===== src/rtl/frame_ctrl_pkg.sv =====
// frame_ctrl_pkg: shared FSM state type and frame-geometry helpers for frame_stream_ctrl
// Contents: state_t (IDLE, STREAM, FLUSH, DRAIN, DONE); radius(), pix_total(), flush_len()
package frame_ctrl_pkg;
   typedef enum logic [2:0] {IDLE, STREAM, FLUSH, DRAIN, DONE} state_t;
   function automatic int radius(input int filt_width);
      return filt_width / 2;
   endfunction
   function automatic int pix_total(input int width, input int height);
      return width * height;
   endfunction
   function automatic int flush_len(input int width, input int filt_width);
      return radius(filt_width) * width + radius(filt_width);
   endfunction
endpackage


===== src/rtl/frame_stream_ctrl_if.sv =====
// frame_stream_if: control, memory, line-buffer and tagged-output signals of frame_stream_ctrl
// master: controller side (drives mem_rd/mem_addr, buf_en/buf_pix, out_*, busy, done)
// slave:  environment side (drives start, abort, mem_data, filt_valid, filt_pix)
interface frame_stream_if #(parameter int ADDR_W = 16);
   logic              start;
   logic              abort;
   logic              mem_rd;
   logic [ADDR_W-1:0] mem_addr;
   logic [7:0]        mem_data;
   logic              buf_en;
   logic [7:0]        buf_pix;
   logic              filt_valid;
   logic [7:0]        filt_pix;
   logic              out_valid;
   logic [7:0]        out_pix;
   logic              out_sof;
   logic              out_eol;
   logic              out_eof;
   logic              busy;
   logic              done;
   modport master (
      input  start, abort, mem_data, filt_valid, filt_pix,
      output mem_rd, mem_addr, buf_en, buf_pix, out_valid, out_pix, out_sof, out_eol, out_eof, busy, done
   );
   modport slave (
      output start, abort, mem_data, filt_valid, filt_pix,
      input  mem_rd, mem_addr, buf_en, buf_pix, out_valid, out_pix, out_sof, out_eol, out_eof, busy, done
   );
endinterface


===== src/rtl/frame_stream_ctrl_raster_tagger.sv =====
// raster_tagger: counts kernel results in raster order and registers them with sof/eol/eof tags
// Ports: pixclk, rst (sync, active-high); clr clears counters and outputs (controller not running);
//        filt_valid/filt_pix in; out_valid/out_pix/out_sof/out_eol/out_eof out; full = frame count reached
// Macro BORDER_MASK_EN: zero out_pix for results within R of any image edge.
module raster_tagger
   import frame_ctrl_pkg::*;
#(
   parameter int WIDTH      = 256,
   parameter int HEIGHT     = 256,
   parameter int FILT_WIDTH = 3,
   parameter int ADDR_W     = 16
) (
   input  logic       pixclk,
   input  logic       rst,
   input  logic       clr,
   input  logic       filt_valid,
   input  logic [7:0] filt_pix,
   output logic       out_valid,
   output logic [7:0] out_pix,
   output logic       out_sof,
   output logic       out_eol,
   output logic       out_eof,
   output logic       full
);
   localparam int PT = pix_total(WIDTH, HEIGHT);
   localparam int R  = radius(FILT_WIDTH);
`ifdef BORDER_MASK_EN
   localparam bit MASK_EN = 1'b1;
`else
   localparam bit MASK_EN = 1'b0;
`endif
   logic [ADDR_W-1:0] col, row;
   logic [ADDR_W:0]   total;
   logic              acc, edge_px, last_col;
   assign full     = total == (ADDR_W+1)'(PT);
   assign acc      = filt_valid && !clr && !full;
   assign last_col = col == ADDR_W'(WIDTH-1);
   // Edge results see row wrap or flush padding inside their window.
   assign edge_px  = row < ADDR_W'(R) || row > ADDR_W'(HEIGHT-1-R) || col < ADDR_W'(R) || col > ADDR_W'(WIDTH-1-R);
   always_ff @(posedge pixclk) begin
      if (rst || clr) begin
         col       <= '0;
         row       <= '0;
         total     <= '0;
         out_valid <= 1'b0;
         out_pix   <= '0;
         out_sof   <= 1'b0;
         out_eol   <= 1'b0;
         out_eof   <= 1'b0;
      end else begin
         out_valid <= acc;
         out_pix   <= acc && !(MASK_EN && edge_px) ? filt_pix : '0;
         out_sof   <= acc && row == '0 && col == '0;
         out_eol   <= acc && last_col;
         out_eof   <= acc && total == (ADDR_W+1)'(PT-1);
         if (acc) begin
            col   <= last_col ? '0 : col + ADDR_W'(1);
            row   <= last_col ? row + ADDR_W'(1) : row;
            total <= total + (ADDR_W+1)'(1);
         end
      end
   end
endmodule


===== src/rtl/frame_stream_ctrl.sv =====
// frame_stream_ctrl: sequences raster memory reads, line-buffer feed plus zero flush, and result tagging
// Ports: pixclk, rst (sync, active-high); bus (frame_stream_if.master): start/abort control,
//        mem_rd/mem_addr/mem_data memory, buf_en/buf_pix line buffer, filt_* kernel results,
//        out_* tagged results, busy/done status
// Macro BORDER_MASK_EN: enables edge masking of out_pix in raster_tagger.
module frame_stream_ctrl
   import frame_ctrl_pkg::*;
#(
   parameter int WIDTH      = 256,
   parameter int HEIGHT     = 256,
   parameter int FILT_WIDTH = 3,
   parameter int ADDR_W     = 16
) (
   input logic            pixclk,
   input logic            rst,
   frame_stream_if.master bus
);
   localparam int PT = pix_total(WIDTH, HEIGHT);
   localparam int FL = flush_len(WIDTH, FILT_WIDTH);
   localparam logic [ADDR_W-1:0] LAST = ADDR_W'(PT-1);
   state_t            state, state_nx;
   logic [ADDR_W-1:0] fcnt;
   logic              rd_q, fl_q, run, full;
   always_ff @(posedge pixclk) begin
      if (rst) begin
         state        <= IDLE;
         bus.mem_addr <= '0;
         fcnt         <= '0;
         rd_q         <= 1'b0;
         fl_q         <= 1'b0;
      end else begin
         state        <= state_nx;
         bus.mem_addr <= bus.mem_rd && !bus.abort && bus.mem_addr != LAST ? bus.mem_addr + ADDR_W'(1) : '0;
         fcnt         <= state == FLUSH && !bus.abort ? fcnt + ADDR_W'(1) : '0;
         rd_q         <= bus.mem_rd && !bus.abort;
         fl_q         <= state == FLUSH && !bus.abort;
      end
   end
   always_comb begin
      state_nx = IDLE;
      case (state)
         IDLE:    state_nx = bus.start ? STREAM : IDLE;
         STREAM:  state_nx = bus.mem_addr == LAST ? FLUSH : STREAM;
         FLUSH:   state_nx = fcnt == ADDR_W'(FL-1) ? DRAIN : FLUSH;
         DRAIN:   state_nx = full ? DONE : DRAIN;
         default: state_nx = IDLE;
      endcase
      if (bus.abort) state_nx = IDLE;
      bus.mem_rd  = state == STREAM;
      bus.busy    = state != IDLE;
      bus.done    = state == DONE;
      // Memory data arrives one cycle after the read, so the registered strobe qualifies it.
      bus.buf_en  = rd_q || fl_q;
      bus.buf_pix = rd_q ? bus.mem_data : '0;
      run         = (state == STREAM || state == FLUSH || state == DRAIN) && !bus.abort;
   end
   raster_tagger #(
      .WIDTH(WIDTH), .HEIGHT(HEIGHT), .FILT_WIDTH(FILT_WIDTH), .ADDR_W(ADDR_W)
   ) u_tagger (
      .pixclk     (pixclk),
      .rst        (rst),
      .clr        (!run),
      .filt_valid (bus.filt_valid),
      .filt_pix   (bus.filt_pix),
      .out_valid  (bus.out_valid),
      .out_pix    (bus.out_pix),
      .out_sof    (bus.out_sof),
      .out_eol    (bus.out_eol),
      .out_eof    (bus.out_eof),
      .full       (full)
   );
endmodule


===== src/flat_wrapper.sv =====
// flat-port wrapper written by rule: the top's interface ports become plain ports
module frame_stream_ctrl_flat import frame_ctrl_pkg::*;
#(
   parameter int WIDTH      = 256,
   parameter int HEIGHT     = 256,
   parameter int FILT_WIDTH = 3,
   parameter int ADDR_W     = 16
)
  (pixclk, rst, bus_start, bus_abort, bus_mem_data, bus_filt_valid, bus_filt_pix, bus_mem_rd, bus_mem_addr, bus_buf_en, bus_buf_pix, bus_out_valid, bus_out_pix, bus_out_sof, bus_out_eol, bus_out_eof, bus_busy, bus_done);
  frame_stream_if #(.ADDR_W(ADDR_W)) bus_i ();
  input logic pixclk;
  input logic rst;
  input wire logic [$bits(bus_i.start)-1:0] bus_start;
  input wire logic [$bits(bus_i.abort)-1:0] bus_abort;
  input wire logic [$bits(bus_i.mem_data)-1:0] bus_mem_data;
  input wire logic [$bits(bus_i.filt_valid)-1:0] bus_filt_valid;
  input wire logic [$bits(bus_i.filt_pix)-1:0] bus_filt_pix;
  output wire logic [$bits(bus_i.mem_rd)-1:0] bus_mem_rd;
  output wire logic [$bits(bus_i.mem_addr)-1:0] bus_mem_addr;
  output wire logic [$bits(bus_i.buf_en)-1:0] bus_buf_en;
  output wire logic [$bits(bus_i.buf_pix)-1:0] bus_buf_pix;
  output wire logic [$bits(bus_i.out_valid)-1:0] bus_out_valid;
  output wire logic [$bits(bus_i.out_pix)-1:0] bus_out_pix;
  output wire logic [$bits(bus_i.out_sof)-1:0] bus_out_sof;
  output wire logic [$bits(bus_i.out_eol)-1:0] bus_out_eol;
  output wire logic [$bits(bus_i.out_eof)-1:0] bus_out_eof;
  output wire logic [$bits(bus_i.busy)-1:0] bus_busy;
  output wire logic [$bits(bus_i.done)-1:0] bus_done;
  assign bus_i.start = bus_start;
  assign bus_i.abort = bus_abort;
  assign bus_i.mem_data = bus_mem_data;
  assign bus_i.filt_valid = bus_filt_valid;
  assign bus_i.filt_pix = bus_filt_pix;
  assign bus_mem_rd = bus_i.mem_rd;
  assign bus_mem_addr = bus_i.mem_addr;
  assign bus_buf_en = bus_i.buf_en;
  assign bus_buf_pix = bus_i.buf_pix;
  assign bus_out_valid = bus_i.out_valid;
  assign bus_out_pix = bus_i.out_pix;
  assign bus_out_sof = bus_i.out_sof;
  assign bus_out_eol = bus_i.out_eol;
  assign bus_out_eof = bus_i.out_eof;
  assign bus_busy = bus_i.busy;
  assign bus_done = bus_i.done;
  frame_stream_ctrl #(.WIDTH(WIDTH), .HEIGHT(HEIGHT), .FILT_WIDTH(FILT_WIDTH), .ADDR_W(ADDR_W)) u_core (.pixclk(pixclk), .rst(rst), .bus(bus_i));
endmodule

===== config.mk =====
export PLATFORM = sky130hd
export DESIGN_NAME = frame_stream_ctrl_flat
export DESIGN_NICKNAME = d
export VERILOG_FILES = /design/src/rtl/frame_ctrl_pkg.sv /design/src/rtl/frame_stream_ctrl_if.sv /design/src/rtl/frame_stream_ctrl_raster_tagger.sv /design/src/rtl/frame_stream_ctrl.sv /design/src/flat_wrapper.sv
export SDC_FILE = /design/constraint.sdc
export NUM_CORES = 1
export LEC_CHECK = 0
export CORE_ASPECT_RATIO = 0.75
export CORE_UTILIZATION = 45
export DETAILED_ROUTE_END_ITERATION = 8
export PLACE_DENSITY_LB_ADDON = 0.12
export SLEW_MARGIN = 20
export SYNTH_ARGS = -nofsm -noshare
export SYNTH_HDL_FRONTEND = slang
export SYNTH_SLANG_ARGS = --single-unit

===== constraint.sdc =====
create_clock -name pixclk -period 2.3 [get_ports pixclk]
set_clock_uncertainty 0.15 [all_clocks]
set_input_delay 0.345 -clock pixclk [delete_from_list [all_inputs] [get_ports pixclk]]
set_output_delay 0.345 -clock pixclk [all_outputs]
set_load 0.03 [all_outputs]

[Yosys cells after proc, flatten, opt, wreduce, memory -nomap -nowiden]
Cells that the tools add are included.
Word-level totals
  output and inout bits: 40
  register bits after elaboration: 98
  bits of input ports: 21
  word-level logic and storage cells: 64
Cells by class
  bitwise operators: 3
  reductions and logical operators: 26
  $add $sub $neg: 5
  equality and inequality tests: 10
  mux-type cells: 7
Operators with widths (number)
  $add 16x1->16 const B: 4
  $logic_not 16->1: 2
  $add 17x1->17 const B: 1
  $eq 17x16->1 const B: 1
  $eq 17x17->1 const B: 1
  $eq 16x16->1 const B: 1
  $eq 16x8->1 const B: 1
  $eq 16x9->1 const B: 1
  $mux 16: 1
  $ne 16x16->1 const B: 1
  $pmux 3 s4: 1
  $logic_and 1x1->1: 10
  $mux 8: 1
  $reduce_or 2->1: 4
  $eq 3x2->1 const B: 2
  $logic_or 1x1->1: 4
  $eq 3x1->1 const B: 1
  $eq 3x3->1 const B: 1
  $logic_not 1->1: 3
  $logic_not 3->1: 1
  $mux 3: 1
  $not 1->1: 3
  $reduce_bool 3->1: 1
  $mux 1: 2
  2 further kinds: 2

[Longest topological paths before layout]
  word-level depth: 8
  gate-level depth with buffers: 9
  depth with buffers taken out: 7

[Cells and area by module]
From an unflattened synthesis, not the netlist that was laid out.
Second synthesis, totals
  cells, all modules: 536
  area, all modules: 4688.2 um^2
By module, submodules not included
  raster_tagger: cells an instance 339, instances 1, area each 2969.1 um^2, seq. area each 1221.2 um^2
  frame_stream_ctrl: cells an instance 197, instances 1, area each 1719.1 um^2, seq. area each 740.7 um^2

[Least setup slack after synthesis]
Ideal clock, no wire load.
  path kind: register to register
  start point: register u_core.u_tagger.col[11]
  end point: register u_core.u_tagger.row[13]
  cell stages (with the launch flop): 7
  path buffers: 1
  arrival time: 1.903 ns
  slack: 0.176 ns
  clock period less this slack: 2.124 ns
  setup time: 0.070 ns
  data required time: 2.080 ns
  cell sequence: dfxtp_1 > or4_4 > nor2_4 > nand4_4 > buf_6 > or4_1 > a21oi_1
On the way
  longest elaborated chain between the ends: 2
Ends and longest elaborated chain
  start, declared: line frame_stream_ctrl_raster_tagger.sv:32  | logic [ADDR_W-1:0] col, row;
  start signal, assigned: line frame_stream_ctrl_raster_tagger.sv:57  | col <= last_col ? '0 : col + ADDR_W'(1);
  $eq 16x8->1: line frame_stream_ctrl_raster_tagger.sv:37  | assign last_col = col == ADDR_W'(WIDTH-1);
  $reduce_and 2->1 (no line)
  end signal, assigned: line frame_stream_ctrl_raster_tagger.sv:58  | row <= last_col ? row + ADDR_W'(1) : row;
  end, declared: line frame_stream_ctrl_raster_tagger.sv:32
Every way passes these cells.
A chain may end at the register's enable or synchronous reset.

[Worst setup path after layout]
  start point: input port bus_filt_valid
  end point: register u_core.u_tagger.row[14]
On the way
  longest elaborated chain between the ends: 3
Ends and longest elaborated chain
  start, declared: line flat_wrapper.sv:16  | input wire logic [$bits(bus_i.filt_valid)-1:0] bus_filt_valid;
  $logic_and 1x1->1 (2 in a row): line frame_stream_ctrl_raster_tagger.sv:36  | assign acc = filt_valid && !clr && !full;
  $reduce_and 2->1 (no line)
Every way passes these cells.

==> flow_summary.yaml <==
outcome:
  status: "complete, no violations"
logic_synthesis:
  synthFlopType: "dfxtp_1"
  ys_seq_area_frac: 0.437
  synth_edf_count: 0
  synth-xor-area-share: 0.103
  yosysMostFrequentCell: "dfxtp_1"
  synth.area.mux_share: 0.00223
  synth.distinct_cells: 43
  synth_fp_nets: 553
  synthAdderAreaFrac: 0.0279
  synth_top_area_frac: 0.437
  synth_compound_area_frac: 0.0621
  ys_warn_count: 0
  synth-simple-area-share: 0.335
  synth_area_um2: 4490
  synth_area_leaders: "dfxtp_1, nor2_1, xor2_1"
  ys_top_cells_by_count: "dfxtp_1, nor2_1, nand3_1, nand2_1, xor2_1"
  synth_cells: 522
  synth_seq_cells: 98
  synth_largest_area_cell: "dfxtp_1"
  synth_top_family_by_area: "simple AND/OR/NAND/NOR gates"
  syn_area_per_cell_um2: 8.60
  async_flop_share: 0
layout:
  diodes: 0
  area_delta_synth_final_pct: 29.7
  fin_util: 0.603
  fillers: 859
  fin_nets: 645
  drive_gt1_frac: 0.115
timing:
  period_minus_slack_ns: 2.28
  timing.final.ws_setup_ns: 0.0205
  slew_headroom: 0.579
  rsz0062_at_grt: "yes"
  post-route-period-util: 0.991
  fmax_mhz: 439
  worst_pin_slew_ns: 0.631
  hold_viol: 0
  setup_violations: 0
  drv_slew: 0
  hold_ws_ns: 0.326
  fin_setup_tns_ns: 0
drt:
  vias: 3972
  remaining_drc_errors: 0
  wl_per_cell_um: 13.8
  drt_first_pass_iters: 4
  wl_mm: 10.3
  drtAntennaViolNets: 0
  drt-initial-drc-count: 242
  via_per_inst: 5.29
floorplanning:
  num_io_pins: 61
  die_y_um: 88.5
  core_um2: 9660
  initial_core_util: 0.465
  row_count: 31
  die_x_um: 117
  dieArea_um2: 10400
clock_tree:
  insertion_delay_ns: 0.35
  clk_pin_slew_worst_paths_ns: 0.07
  htreeDepth: 3
  cts_buffer_depth: 2
  cts-root-buf: "clkbuf_16"
  clock_sinks: 98
  cts_made_buffers: 9
  cts_tree: "done"
min_path:
  min-delay-start: "u_core.fcnt[0]$_SDFF_PP0_"
  hp-class: "flop to flop"
  min_delay_path_depth: 1
power:
  p_leak_nw: 2.01
  peakVddDrop_mv: 0.355
  p_total_w: 0.00340
  powerDensity_nw_per_um2: 583
global_route:
  gr-total-overflow: 0
  antenna_found_initial: 0
  grt_pass1_vias: 3531
  grt_pass1_wl_mm: 16.6
  gr-usage-all-layers: 0.200
  grt_max_degree: 20
worst_setup_path:
  cp-start-kind: "primary input"
  critPathKind: "primary input to flop"
  startpoint: "bus_filt_valid"
  cp.required_ns: 2.43
  cp_data_arrival_time_ns: 2.41
  r2r_start: "u_core.u_tagger.total[1]$_SDFFE_PP0N_"
  rr_worst_depth: 8
  worstPathMaxFanout: 7
  cp-end-kind: "flop"
place:
  dpl_worst_slack_ns: -0.342
  dpl.hpwl_mm: 7.33
  gp_congestion: 0.836
  io_buffer_count: 60
flow_run:
  drv_cap: 0
[per-layer routing]
| metal | wire length [um] | global-route usage |
|---|---|---|
| met4 | 95 | 0.0661 |
| met1 | 5100 | 0.266 |
| met3 | 426 | 0.0606 |
| met5 | 0 | 0 |
| met2 | 4710 | 0.311 |
[metrics by stage]
step                      cells  instance area [um^2]
final                       751                  5830
after global routing        751                  5830
after CTS                   746                  5770
after detailed placement    728                  5440
after global placement      728                  5440
after floorplan             522                  4490
[what timing repair did]
item / CTS / global route
endpoints found under the setup margin: 3 / 25
gates resized for setup: 4 / 4
pin swaps: 1 / 3
hold buffers: 0 / 0
buffers inserted: 2 / 4
gates cloned: 0 / 1
hold endpoints to repair: 0 / 0
[path summary, 6_finish.rpt]
| path | to | slack (ns) |
|---|---|---|
| max | u_core.u_tagger.row[14]$_SDFFE_PP0P_ | 0.02 |
| min | u_core.fcnt[0]$_SDFF_PP0_ | 0.33 |
| max reg2reg | u_core.u_tagger.row[14]$_SDFFE_PP0P_ | 0.05 |
| min reg2reg | u_core.fcnt[0]$_SDFF_PP0_ | 0.33 |
[area by class of cell]
cell class	instances	area (um^2)	share of cell area
timing repair buffer	98	895	0.154
sequential	98	1960	0.337
clock buffer	9	225	0.0387
clock inverter	7	92.6	0.0159
tap	132	165	0.0283
multi-input combinational	389	2420	0.415
inverter	18	67.6	0.0116
[flip-flops by register name, summed over array words and instances (netlist names)]
register                   cells
u_core.bus.mem_addr           16
u_core.fcnt                   16
u_core.fl_q                    1
u_core.rd_q                    1
u_core.state                   3
u_core.u_tagger.col           16
u_core.u_tagger.out_eof        1
u_core.u_tagger.out_eol        1
u_core.u_tagger.out_pix        8
u_core.u_tagger.out_sof        1
u_core.u_tagger.out_valid      1
u_core.u_tagger.row           16
u_core.u_tagger.total         17
[logic make-up after synthesis]
kind of cell | after synthesis
and+or+nand+nor | 275
muxes | 1
DFF | 98
xor gates and xnor gates | 53
buffers and inverters | 36
adders and majority gates | 10
AOI/OAI and AO/OA | 49
[worst max-delay path: stages]
cell	delay [ns]
clkdlybuf4s50_1	0.51
or3b_4	0.45
nor2_4	0.18
nand4_2	0.23
or4_1	0.55
a21oi_1	0.14
[cells in the final DEF, fill, tap and decap left out, drive strengths merged, types with 12 or more instances in the layout]
| master | instances |
|---|---|
| a21oi | 24 |
| and3 | 19 |
| buf | 38 |
| clkdlybuf4s50 | 57 |
| dfxtp | 98 |
| inv | 19 |
| nand2 | 34 |
| nand3 | 35 |
| nand4 | 23 |
| nor2 | 74 |
| nor3 | 16 |
| nor4 | 17 |
| o21ai | 12 |
| or3 | 12 |
| xnor2 | 24 |
| xor2 | 29 |
[power breakdown]
| part | switching, W | internal [W] |
|---|---|---|
| logic | 0.0000409 | 0.0000523 |
| clock network | 0.000653 | 0.000953 |
| registers | 0.00000252 | 0.00170 |
| total | 0.000697 | 0.00270 |
Note: power is estimated with default switching activity, not from simulation.
